<file path="src/rtl/apb_interconnect.sv">
// APB address decoder / response mux: routes one master to NUM_SLAVES slaves,
// aborts decode misses and stalled slaves, and keeps a sticky first-fault record.
module apb_interconnect #(
  parameter int ADDR_WIDTH = 32,
  parameter int DATA_WIDTH = 32,
  parameter int NUM_SLAVES = 5,
  parameter logic [NUM_SLAVES*ADDR_WIDTH-1:0] SLAVE_BASE  = '0,
  parameter logic [NUM_SLAVES*ADDR_WIDTH-1:0] SLAVE_LIMIT = '0,
  parameter int TIMEOUT = 255
) (
  input  logic                             pclk,
  input  logic                             reset,
  input  logic [ADDR_WIDTH-1:0]            paddr,
  input  logic                             psel,
  input  logic                             penable,
  input  logic                             pwrite,
  output logic [DATA_WIDTH-1:0]            prdata,
  output logic                             pready,
  output logic                             perr,
  output logic [NUM_SLAVES-1:0]            s_sel,
  output logic [NUM_SLAVES-1:0]            s_enable,
  input  logic [NUM_SLAVES*DATA_WIDTH-1:0] s_data,
  input  logic [NUM_SLAVES-1:0]            s_ready,
  input  logic [NUM_SLAVES-1:0]            s_perr,
  input  logic                             fault_clear,
  output logic                             fault_valid,
  output logic [1:0]                       fault_code,
  output logic [ADDR_WIDTH-1:0]            fault_addr,
  output logic [7:0]                       fault_count
);
  localparam int IW = (NUM_SLAVES > 1) ? $clog2(NUM_SLAVES) : 1;
  localparam int TW = $clog2(TIMEOUT + 2);
  localparam logic [TW-1:0] TMO = TW'(TIMEOUT);

  typedef enum logic {IDLE, ACCESS} state_t;

  state_t                  r_state;
  logic [IW-1:0]           r_idx;
  logic                    r_hit;
  logic [TW-1:0]           r_timer;
  logic [ADDR_WIDTH-1:0]   r_addr;
  logic                    r_fault_valid;
  logic [1:0]              r_fault_code;
  logic [ADDR_WIDTH-1:0]   r_fault_addr;
  logic [7:0]              r_fault_count;

  logic                    w_hit;
  logic [IW-1:0]           w_idx;
  logic                    w_acc;
  logic                    w_tmo;
  logic                    w_fault;
  logic [1:0]              w_code;
  logic [NUM_SLAVES-1:0]   w_sel;
  logic [NUM_SLAVES-1:0]   w_en;
  logic                    w_pready;
  logic                    w_perr;
  logic [DATA_WIDTH-1:0]   w_prdata;

  // Lowest-numbered matching region wins.
  always_comb begin
    w_hit = 1'b0;
    w_idx = '0;
    for (int unsigned i = 0; i < NUM_SLAVES; i++) begin
      if (!w_hit &&
          (paddr >= SLAVE_BASE[i*ADDR_WIDTH +: ADDR_WIDTH]) &&
          (paddr <= SLAVE_LIMIT[i*ADDR_WIDTH +: ADDR_WIDTH])) begin
        w_hit = 1'b1;
        w_idx = IW'(i);
      end
    end
  end

  assign w_acc = (r_state == ACCESS);
  assign w_tmo = w_acc && r_hit && (r_timer == TMO);

  always_comb begin
    w_sel    = '0;
    w_en     = '0;
    w_pready = 1'b0;
    w_perr   = 1'b0;
    w_prdata = '0;
    if (!reset) begin
      if (!w_acc) begin
        if (psel && !penable && w_hit) w_sel[w_idx] = 1'b1;
      end else if (!r_hit || w_tmo) begin
        w_pready = 1'b1;
        w_perr   = 1'b1;
      end else begin
        w_sel[r_idx] = psel;
        w_en[r_idx]  = penable;
        w_pready     = s_ready[r_idx];
        w_perr       = s_ready[r_idx] & s_perr[r_idx];
        if (s_ready[r_idx] && !pwrite)
          w_prdata = s_data[int'(r_idx)*DATA_WIDTH +: DATA_WIDTH];
      end
    end
  end

  assign w_fault = w_acc && psel && penable && w_pready && w_perr;
  assign w_code  = !r_hit ? 2'b01 : (w_tmo ? 2'b10 : 2'b11);

  always_ff @(posedge pclk) begin
    if (reset) begin
      r_state       <= IDLE;
      r_idx         <= '0;
      r_hit         <= 1'b0;
      r_timer       <= '0;
      r_addr        <= '0;
      r_fault_valid <= 1'b0;
      r_fault_code  <= '0;
      r_fault_addr  <= '0;
      r_fault_count <= '0;
    end else begin
      case (r_state)
        IDLE: begin
          if (psel && !penable) begin
            r_state <= ACCESS;
            r_idx   <= w_idx;
            r_hit   <= w_hit;
            r_timer <= '0;
            r_addr  <= paddr;
          end
        end
        ACCESS: begin
          if (!psel || (w_pready && penable))
            r_state <= IDLE;
          else if (r_hit && !s_ready[r_idx] && (r_timer != TMO))
            r_timer <= r_timer + 1'b1;
        end
        default: r_state <= IDLE;
      endcase

      // A fault landing with fault_clear starts a fresh record.
      if (w_fault) begin
        if (fault_clear)
          r_fault_count <= 8'd1;
        else if (r_fault_count != 8'hFF)
          r_fault_count <= r_fault_count + 8'd1;
        if (fault_clear || !r_fault_valid) begin
          r_fault_valid <= 1'b1;
          r_fault_code  <= w_code;
          r_fault_addr  <= r_addr;
        end
      end else if (fault_clear) begin
        r_fault_valid <= 1'b0;
        r_fault_code  <= '0;
        r_fault_addr  <= '0;
        r_fault_count <= '0;
      end
    end
  end

  assign s_sel       = w_sel;
  assign s_enable    = w_en;
  assign pready      = w_pready;
  assign perr        = w_perr;
  assign prdata      = w_prdata;
  assign fault_valid = r_fault_valid;
  assign fault_code  = r_fault_code;
  assign fault_addr  = r_fault_addr;
  assign fault_count = r_fault_count;
endmodule
</file>
<file path="config.mk">
export PLATFORM = sky130hd
export DESIGN_NAME = apb_interconnect
export DESIGN_NICKNAME = d
export VERILOG_FILES = /design/src/rtl/apb_interconnect.sv
export SDC_FILE = /design/constraint.sdc
export NUM_CORES = 1
export LEC_CHECK = 0
export CORE_AREA = 2 2 115 117
export CTS_BUF_LIST = sky130_fd_sc_hd__clkbuf_8 sky130_fd_sc_hd__clkbuf_16
export DETAILED_ROUTE_END_ITERATION = 8
export DIE_AREA = 0 0 117 119
export GPL_ROUTABILITY_DRIVEN = 0
export PLACE_DENSITY = 0.72
export SLEW_MARGIN = 30
export SYNTH_ARGS = -nofsm -noshare
export SYNTH_HDL_FRONTEND = slang
export SYNTH_SLANG_ARGS = --single-unit
</file>
<file path="constraint.sdc">
create_clock -name pclk -period 4.45 [get_ports pclk]
set_clock_uncertainty 0.1 [all_clocks]
set_input_delay 0.89 -clock pclk [delete_from_list [all_inputs] [get_ports pclk]]
set_output_delay 0.89 -clock pclk [all_outputs]
set_load 0.05 [all_outputs]
</file>
==> results of run 1 <==
-- cell type report --
type / count / area share (%)
multi-input combinational: 284 / 29.08
sequential: 86 / 29.31
timing repair buffer: 158 / 32.34
clock inverter: 7 / 1.363
inverter: 5 / 0.3196
tap: 176 / 3.749
clock buffer: 9 / 3.835
-- power breakdown --
| group | internal [W] | switching (W) | total [W] |
|---|---|---|---|
| logic | 0.0000737 | 0.0000794 | 0.000153 |
| clock network | 0.000442 | 0.000326 | 0.000768 |
| registers | 0.000784 | 0.00000793 | 0.000792 |
| total | 0.00130 | 0.000413 | 0.00171 |
-- cell families after synthesis --
| group | Yosys count |
|---|---|
| fa+ha+maj | 3 |
| flops | 86 |
| compound gates | 97 |
| buf+inv | 40 |
| other cells | 1 |
| simple gates | 170 |
| xor+xnor | 6 |
-- synth_stat cells, drive strengths merged, types with 2 or more instances --
master / number / area, µm²
dfxtp: 86 / 1722
nand2: 74 / 277.8
a21oi: 36 / 180.2
and2: 35 / 219.0
a22o: 34 / 297.8
buf: 19 / 138.9
clkbuf: 16 / 60.06
nor2: 15 / 56.30
nor4: 10 / 68.81
nand3: 6 / 30.03
o21ai: 6 / 30.03
xor2: 6 / 52.55
inv: 5 / 18.77
nor3: 5 / 36.29
and4: 4 / 35.03
nor2b: 4 / 32.53
o2111ai: 4 / 52.56
a31oi: 3 / 18.77
ha: 3 / 37.54
nand3b: 3 / 22.52
nand4: 3 / 18.77
a41o: 2 / 20.02
and3: 2 / 12.51
nand2b: 2 / 12.51
nor3b: 2 / 20.02
o211ai: 2 / 15.01
o21a: 2 / 15.01
o31ai: 2 / 15.01
-- worst max-delay path, stage by stage, from the launching register on --
cell and delay, ps:
dfxtp_1 390, ha_1 180, and2_1 160, and4_1 210, ha_1 210, nand2b_1 260, nor2_1 90, nor2_1 110
clkdlybuf4s50_1 820
-- path summary, 6_finish.rpt --
path	from	endpoint	slack [ps]
setup reg to reg	r_timer[0]$_SDFFE_PP0P_	fault_addr[21]$_SDFFE_PP0P_	1480
hold / removal	r_addr[20]$_SDFFE_PP0P_	r_addr[20]$_SDFFE_PP0P_	360
setup / recovery	r_timer[0]$_SDFFE_PP0P_	perr	690
hold reg to reg	r_addr[20]$_SDFFE_PP0P_	r_addr[20]$_SDFFE_PP0P_	360
-- state kept, by name (all words and copies together) (netlist names) --
signal and cells:
fault_addr 32, fault_code 2, fault_count 8, fault_valid 1
r_addr 32, r_hit 1, r_state 1, r_timer 9
-- per-stage QoR --
stage          cell area (µm²)  power (W)  std cells
2_1_floorplan             3641  0.0008827        410
5_1_grt                   5873   0.001775        725
3_3_place_gp              5568  0.0009608        709
4_1_cts                   5873   0.001729        725
3_5_place_dp              5568  0.0009629        709
6_report                  5873   0.001713        725
-- metal layers --
metal	routed length [µm]	vias up	share of wire, %
li1	-	1679	-
met1	4288	1658	39
met2	5438	167	50
met3	998	12	9.2
met4	166	0	1.5
met5	0	-	0
==> metrics.csv, run 1 <==
stage,metric,value,unit
sta,RSZ-0062 raised after global routing,false,
synthesis,largest family of logic cells by synthesized area,simple AND/OR/NAND/NOR gates,
setup_path,WP data required,3460,ps
route,initial DRC count,211,
power,VDD IR max,158.7,µV
synthesis,Synth Area in Compound Gates,19.38,%
setup_path,WS Path Type,reg -> out,
route,drt drc,0,
clock_tree,CTS root buffer,clkbuf_16,
run,Max Cap Viol,0,
min_path,worst hold path depth,2,
power,Leak,2.152,nW
setup_path,CP Launch Type,flip-flop,
clock_tree,CTS tree,yes,
synthesis,Synth async-reset ratio,0,%
synthesis,number of flops mapped to enable cells by yosys,0,
sta,Rel. slew slack,45.67,%
clock_tree,number of clock sinks,86,
synthesis,Mapped Area,3615,µm²
cells_and_area,most frequent cells in the layout,"116 x clkdlybuf4s50_1, 86 x dfxtp_1, 74 x nand2_1",
synthesis,simple-gate area share of the yosys netlist,24.37,%
sta,hold slack,355.2,ps
sta,fin. max-slew vios,0,
sta,final worst path period share,84.41,%
run_status,run status,finished clean,
sta,Slew @ Worst Pin,812.3,ps
setup_path,"Data arrival, critical path",2770,ps
floorplan,die height,119,µm
global_route,pin count of the biggest net entering global routing,35,
placed_design,post-place setup slack,700.9,ps
route,vias per inst,4.850,
route,Detailed Route WL,10890,µm
route,ANT nets after route,0,
sta,Setup TNS,0,ps
global_route,vias in the first global route,3518,
synthesis,"Seq/Total Area, Yosys",47.63,%
cells_and_area,fillers,1209,
synthesis,top_reg_cell synth,dfxtp_1,
clock_tree,Clock Latency Late Sink,340,ps
cells_and_area,Layout area overhead,62.48,%
cells_and_area,footprint of the multi-input gates,1708,µm²
setup_path,CP Capture Type,primary output,
global_route,met1 Use GR,17.19,%
floorplan,Die Area,13920,µm²
power,Pwr Density,291.6,nW/µm²
sta,final setup violation count,0,
sta,Tmin final,3756,ps
sta,Fin. Hold Viols,0,
global_route,GRT met3 Usage,5.903,%
global_route,global routing usage on met2,27.71,%
synthesis,synthesized instance count,403,
global_route,global-route wire length before repair,17000,µm
synthesis,post-synthesis mux area share,0,%
floorplan,Initial Util,28.08,%
cells_and_area,nets@finish,755,
cells_and_area,antenna diode count,0,
clock_tree,post-CTS resize count,0,
synthesis,#FFs+latches synth,86,
synthesis,Cell variety after synth,48,
synthesis,"Avg Cell Area, Syn",8.970,µm²
cells_and_area,"commonest non-fill, non-tap cell in the layout",clkdlybuf4s50_1,
placed_design,PortBufs,150,
global_route,GRT busiest layer,met2,
clock_tree,clock tree buffer depth,2,
synthesis,Post-Synth XOR/XNOR Area,1.454,%
setup_path,R2R depth,9,
floorplan,# IOs,295,
route,via count,3516,
clock_tree,number of buffers created by CTS,9,
floorplan,Placeable Area,12870,µm²
synthesis,Adder-Cell Fraction of Synth Area,1.038,%
floorplan,die width,117,µm
synthesis,Yosys warnings,0,
setup_path,critical path peak fanout,4,
global_route,grt ovf,0,
cells_and_area,final core occ,45.62,%
clock_tree,Clock transition at path regs,70,ps
placed_design,final HPWL from detailed placement,8152,µm
clock_tree,H-tree depth,3,
cells_and_area,share of layout cells above drive strength 1,11.84,%
sta,FMAX,0.2662,GHz
clock_tree,postcts setup bufs,0,
floorplan,Cell Rows,42,
clock_tree,Hold Buf Count CTS,0,
route,DR WL/cell,15.02,µm
global_route,initial antenna violation count,0,
route,number of iterations in the first detailed-routing pass,4,
min_path,Worst Hold Class,reg -> reg,
cells_and_area,Register Area,1722,µm²
sta,setup ws final,693.7,ps
global_route,GRT Overall Usage,15.66,%
(Power assumes the default switching activity.)
==> run 2: changes to the inputs <==
--- a/config.mk
+++ b/config.mk
@@ -5,12 +5,12 @@
 export SDC_FILE = /design/constraint.sdc
 export NUM_CORES = 1
 export LEC_CHECK = 0
-export CORE_AREA = 2 2 115 117
+export CORE_AREA = 2 2 113 115
 export CTS_BUF_LIST = sky130_fd_sc_hd__clkbuf_8 sky130_fd_sc_hd__clkbuf_16
 export DETAILED_ROUTE_END_ITERATION = 8
-export DIE_AREA = 0 0 117 119
+export DIE_AREA = 0 0 115 117
 export GPL_ROUTABILITY_DRIVEN = 0
-export PLACE_DENSITY = 0.72
+export PLACE_DENSITY = 0.77
 export SLEW_MARGIN = 30
 export SYNTH_ARGS = -nofsm -noshare
 export SYNTH_HDL_FRONTEND = slang
==> constraint.sdc (replaced) <==
create_clock -name pclk -period 3.3 [get_ports pclk]
set_clock_uncertainty 0.1 [all_clocks]
set_input_delay 0.66 -clock pclk [delete_from_list [all_inputs] [get_ports pclk]]
set_output_delay 0.66 -clock pclk [all_outputs]
set_load 0.05 [all_outputs]
==> run 2 against run 1 <==
Net effect:
- routed wire length is 3.4% higher
- flip-flop and latch count stayed put
- total power is 32% higher
- clock power is 27% higher
- sequential share of layout area is 0.77 points lower
- highest routed layer unchanged
- critical path type unchanged
==> metrics.csv, run 2 (synthesis results as in run 1) <==
stage,metric,value,unit,change
run_status,run status,finished clean,,unchanged
clock_tree,number of buffers created by CTS,9,,unchanged
cells_and_area,antenna diode count,0,,unchanged
clock_tree,clock tree buffer depth,2,,unchanged
global_route,grt ovf,0,,unchanged
route,number of iterations in the first detailed-routing pass,4,,unchanged
power,Switch Pwr,0.0005185,W,was 0.0004133 W
route,DR WL/cell,15.93,µm,was 15.02 µm
placed_design,final HPWL from detailed placement,8204,µm,was 8152 µm
sta,fin. max-slew vios,0,,unchanged
power,sw frac,22.92,%,was 24.13%
global_route,GRT Overall Usage,16.48,%,was 15.66%
cells_and_area,"commonest non-fill, non-tap cell in the layout",clkdlybuf4s50_1,,unchanged
sta,final setup violation count,0,,unchanged
power,combinational fraction of design power,9.5,%,was 8.9%
floorplan,Initial Util,29.36,%,was 28.08%
route,vias per inst,4.926,,was 4.850
cells_and_area,fillers,1115,,"was 1,209"
floorplan,Placeable Area,12310,µm²,"was 12,870 µm²"
route,initial DRC count,151,,was 211
min_path,worst hold path depth,2,,unchanged
clock_tree,Clock Latency Late Sink,330,ps,was 340 ps
setup_path,WP data required,2540,ps,was 3460 ps
sta,Tmin final,3155,ps,
global_route,global-route wire length before repair,17150,µm,"was 17,000 µm"
setup_path,CP Capture Type,primary output,,unchanged
floorplan,Die Area,13460,µm²,"was 13,920 µm²"
clock_tree,CTS root buffer,clkbuf_16,,unchanged
cells_and_area,share of layout cells above drive strength 1,19.93,%,was 11.84%
sta,Fin. Hold Viols,0,,unchanged
floorplan,# IOs,295,,unchanged
placed_design,PortBufs,150,,unchanged
global_route,vias in the first global route,3513,,"was 3,518"
power,Power Internal,0.001743,W,was 0.001300 W
sta,Setup TNS,0,ps,unchanged
power,Clock Power Share,43.3,%,was 44.8%
cells_and_area,final core occ,48.98,%,was 45.62%
power,VDD IR max,238.4,µV,was 158.7 µV
power,Flop pwr share,47.2,%,was 46.2%
placed_design,Inst Count DP,688,,was 709
floorplan,die height,117,µm,was 119 µm
cells_and_area,Post-Layout Cell Count,707,,was 725
setup_path,"Data arrival, critical path",2390,ps,was 2770 ps
clock_tree,CTS tree,yes,,unchanged
cells_and_area,most frequent cells in the layout,"113 x clkdlybuf4s50_1, 86 x dfxtp_1, 74 x nand2_1",,"was 116 x clkdlybuf4s50_1, 86 x dfxtp_1, 74 x nand2_1"
route,drt drc,0,,unchanged
run,Max Cap Viol,0,,unchanged
route,ANT nets after route,0,,unchanged
sta,Slew @ Worst Pin,606.4,ps,was 812.3 ps
sta,Rel. slew slack,59.15,%,was 45.67%
route,via count,3483,,"was 3,516"
setup_path,CP Launch Type,flip-flop,,unchanged
sta,FMAX,0.3170,GHz,
cells_and_area,nets@finish,764,,was 755
clock_tree,H-tree depth,3,,unchanged
cells_and_area,Layout area overhead,66.84,%,was 62.48%
clock_tree,number of clock sinks,86,,unchanged
clock_tree,Hold Buf Count CTS,0,,unchanged
sta,RSZ-0062 raised after global routing,false,,unchanged
setup_path,WS Path Type,reg -> out,,unchanged
setup_path,critical path peak fanout,8,,was 4
min_path,Worst Hold Class,reg -> reg,,unchanged
floorplan,Cell Rows,41,,was 42
sta,final worst path period share,95.59,%,
setup_path,R2R depth,9,,unchanged
global_route,pin count of the biggest net entering global routing,35,,unchanged
global_route,initial antenna violation count,0,,unchanged
power,Leak,2.263,nW,was 2.152 nW
route,Detailed Route WL,11260,µm,"was 10,890 µm"
floorplan,die width,115,µm,was 117 µm
power,Pwr Density,375.1,nW/µm²,was 291.6 nW/µm²
clock_tree,Clock transition at path regs,60,ps,was 70 ps
==> run 2: cell types whose count changed in the layout (fill, tap and decap cells not counted), sizes merged <==
cell,delta
clkinvlp,-1
clkinv,+1
buf,+12
inv,-1
clkdlybuf4s50,-3
==> run 2: power groups by stage <==
stage                     registers, W  clock network, W  logic [W]
after floorplan                0.00109                 0  0.0000986
after global placement         0.00109                 0   0.000209
after detailed placement       0.00109                 0   0.000211
after CTS                      0.00107           0.00100   0.000215
after global routing           0.00107           0.00105   0.000230
final                          0.00107          0.000979   0.000214
==> run 2: cell type report <==
class / instances / area, µm² / area share, %
Sequential cell: 86 / 1722 / 28.55
Clock buffer: 9 / 225.2 / 3.734
Timing Repair Buffer: 167 / 1998 / 33.13
Tap cell: 150 / 187.7 / 3.112
Multi-Input combinational cell: 284 / 1815 / 30.10
Inverter: 5 / 18.77 / 0.3112
Clock inverter: 6 / 63.81 / 1.058
==> run 2: what timing repair did <==
action	CTS	global route
pin swaps	1	1
setup endpoints to repair	33	32
resized for setup	38	10
gates cloned	3	0
setup buffers	1	0
==> run 2: worst paths after layout <==
check                                endpoint                     from  slack [ps]
hold reg to reg        r_addr[4]$_SDFFE_PP0P_   r_addr[4]$_SDFFE_PP0P_         350
hold / removal         r_addr[4]$_SDFFE_PP0P_   r_addr[4]$_SDFFE_PP0P_         350
setup reg to reg  fault_addr[30]$_SDFFE_PP0P_  r_timer[0]$_SDFFE_PP0P_         710
setup / recovery                    prdata[6]  r_timer[0]$_SDFFE_PP0P_         150
==> run 2: stage by stage <==
stage	worst slack, ps	hold WS, ps	total power, W	area [µm²]
2_1_floorplan	304.7	336.0	0.001190	3641
3_3_place_gp	-9.527	342.3	0.001299	5578
3_5_place_dp	-9.424	347.1	0.001303	5578
4_1_cts	6.005	356.3	0.002288	6001
5_1_grt	27.93	369.0	0.002354	6031
6_report	145.4	354.9	0.002262	6031
==> run 2: critical path, stage by stage, from the launching register on <==
cell and delay, ps:
dfxtp_1 330, ha_1 230, and2_4 170, and4_1 200, ha_2 200, nand2b_4 180, nor4_4 150, buf_6 170
buf_8 130, and2_4 170, buf_12 130
==> run 2: per-layer routing <==
metal	wire length [µm]	global-route usage [%]
met1	4327	17.09
met2	5929	31.65
met3	929	5.304
met4	76	4.900
met5	0	0
==> run 3: changes to the inputs <==
--- a/config.mk
+++ b/config.mk
@@ -5,6 +5,7 @@
 export SDC_FILE = /design/constraint.sdc
 export NUM_CORES = 1
 export LEC_CHECK = 0
+export CAP_MARGIN = 20
 export CORE_AREA = 2 2 113 115
 export CTS_BUF_LIST = sky130_fd_sc_hd__clkbuf_8 sky130_fd_sc_hd__clkbuf_16
 export DETAILED_ROUTE_END_ITERATION = 8
==> results of run 3 <==
Final layout, timing and power as in run 2 (identical DEF).
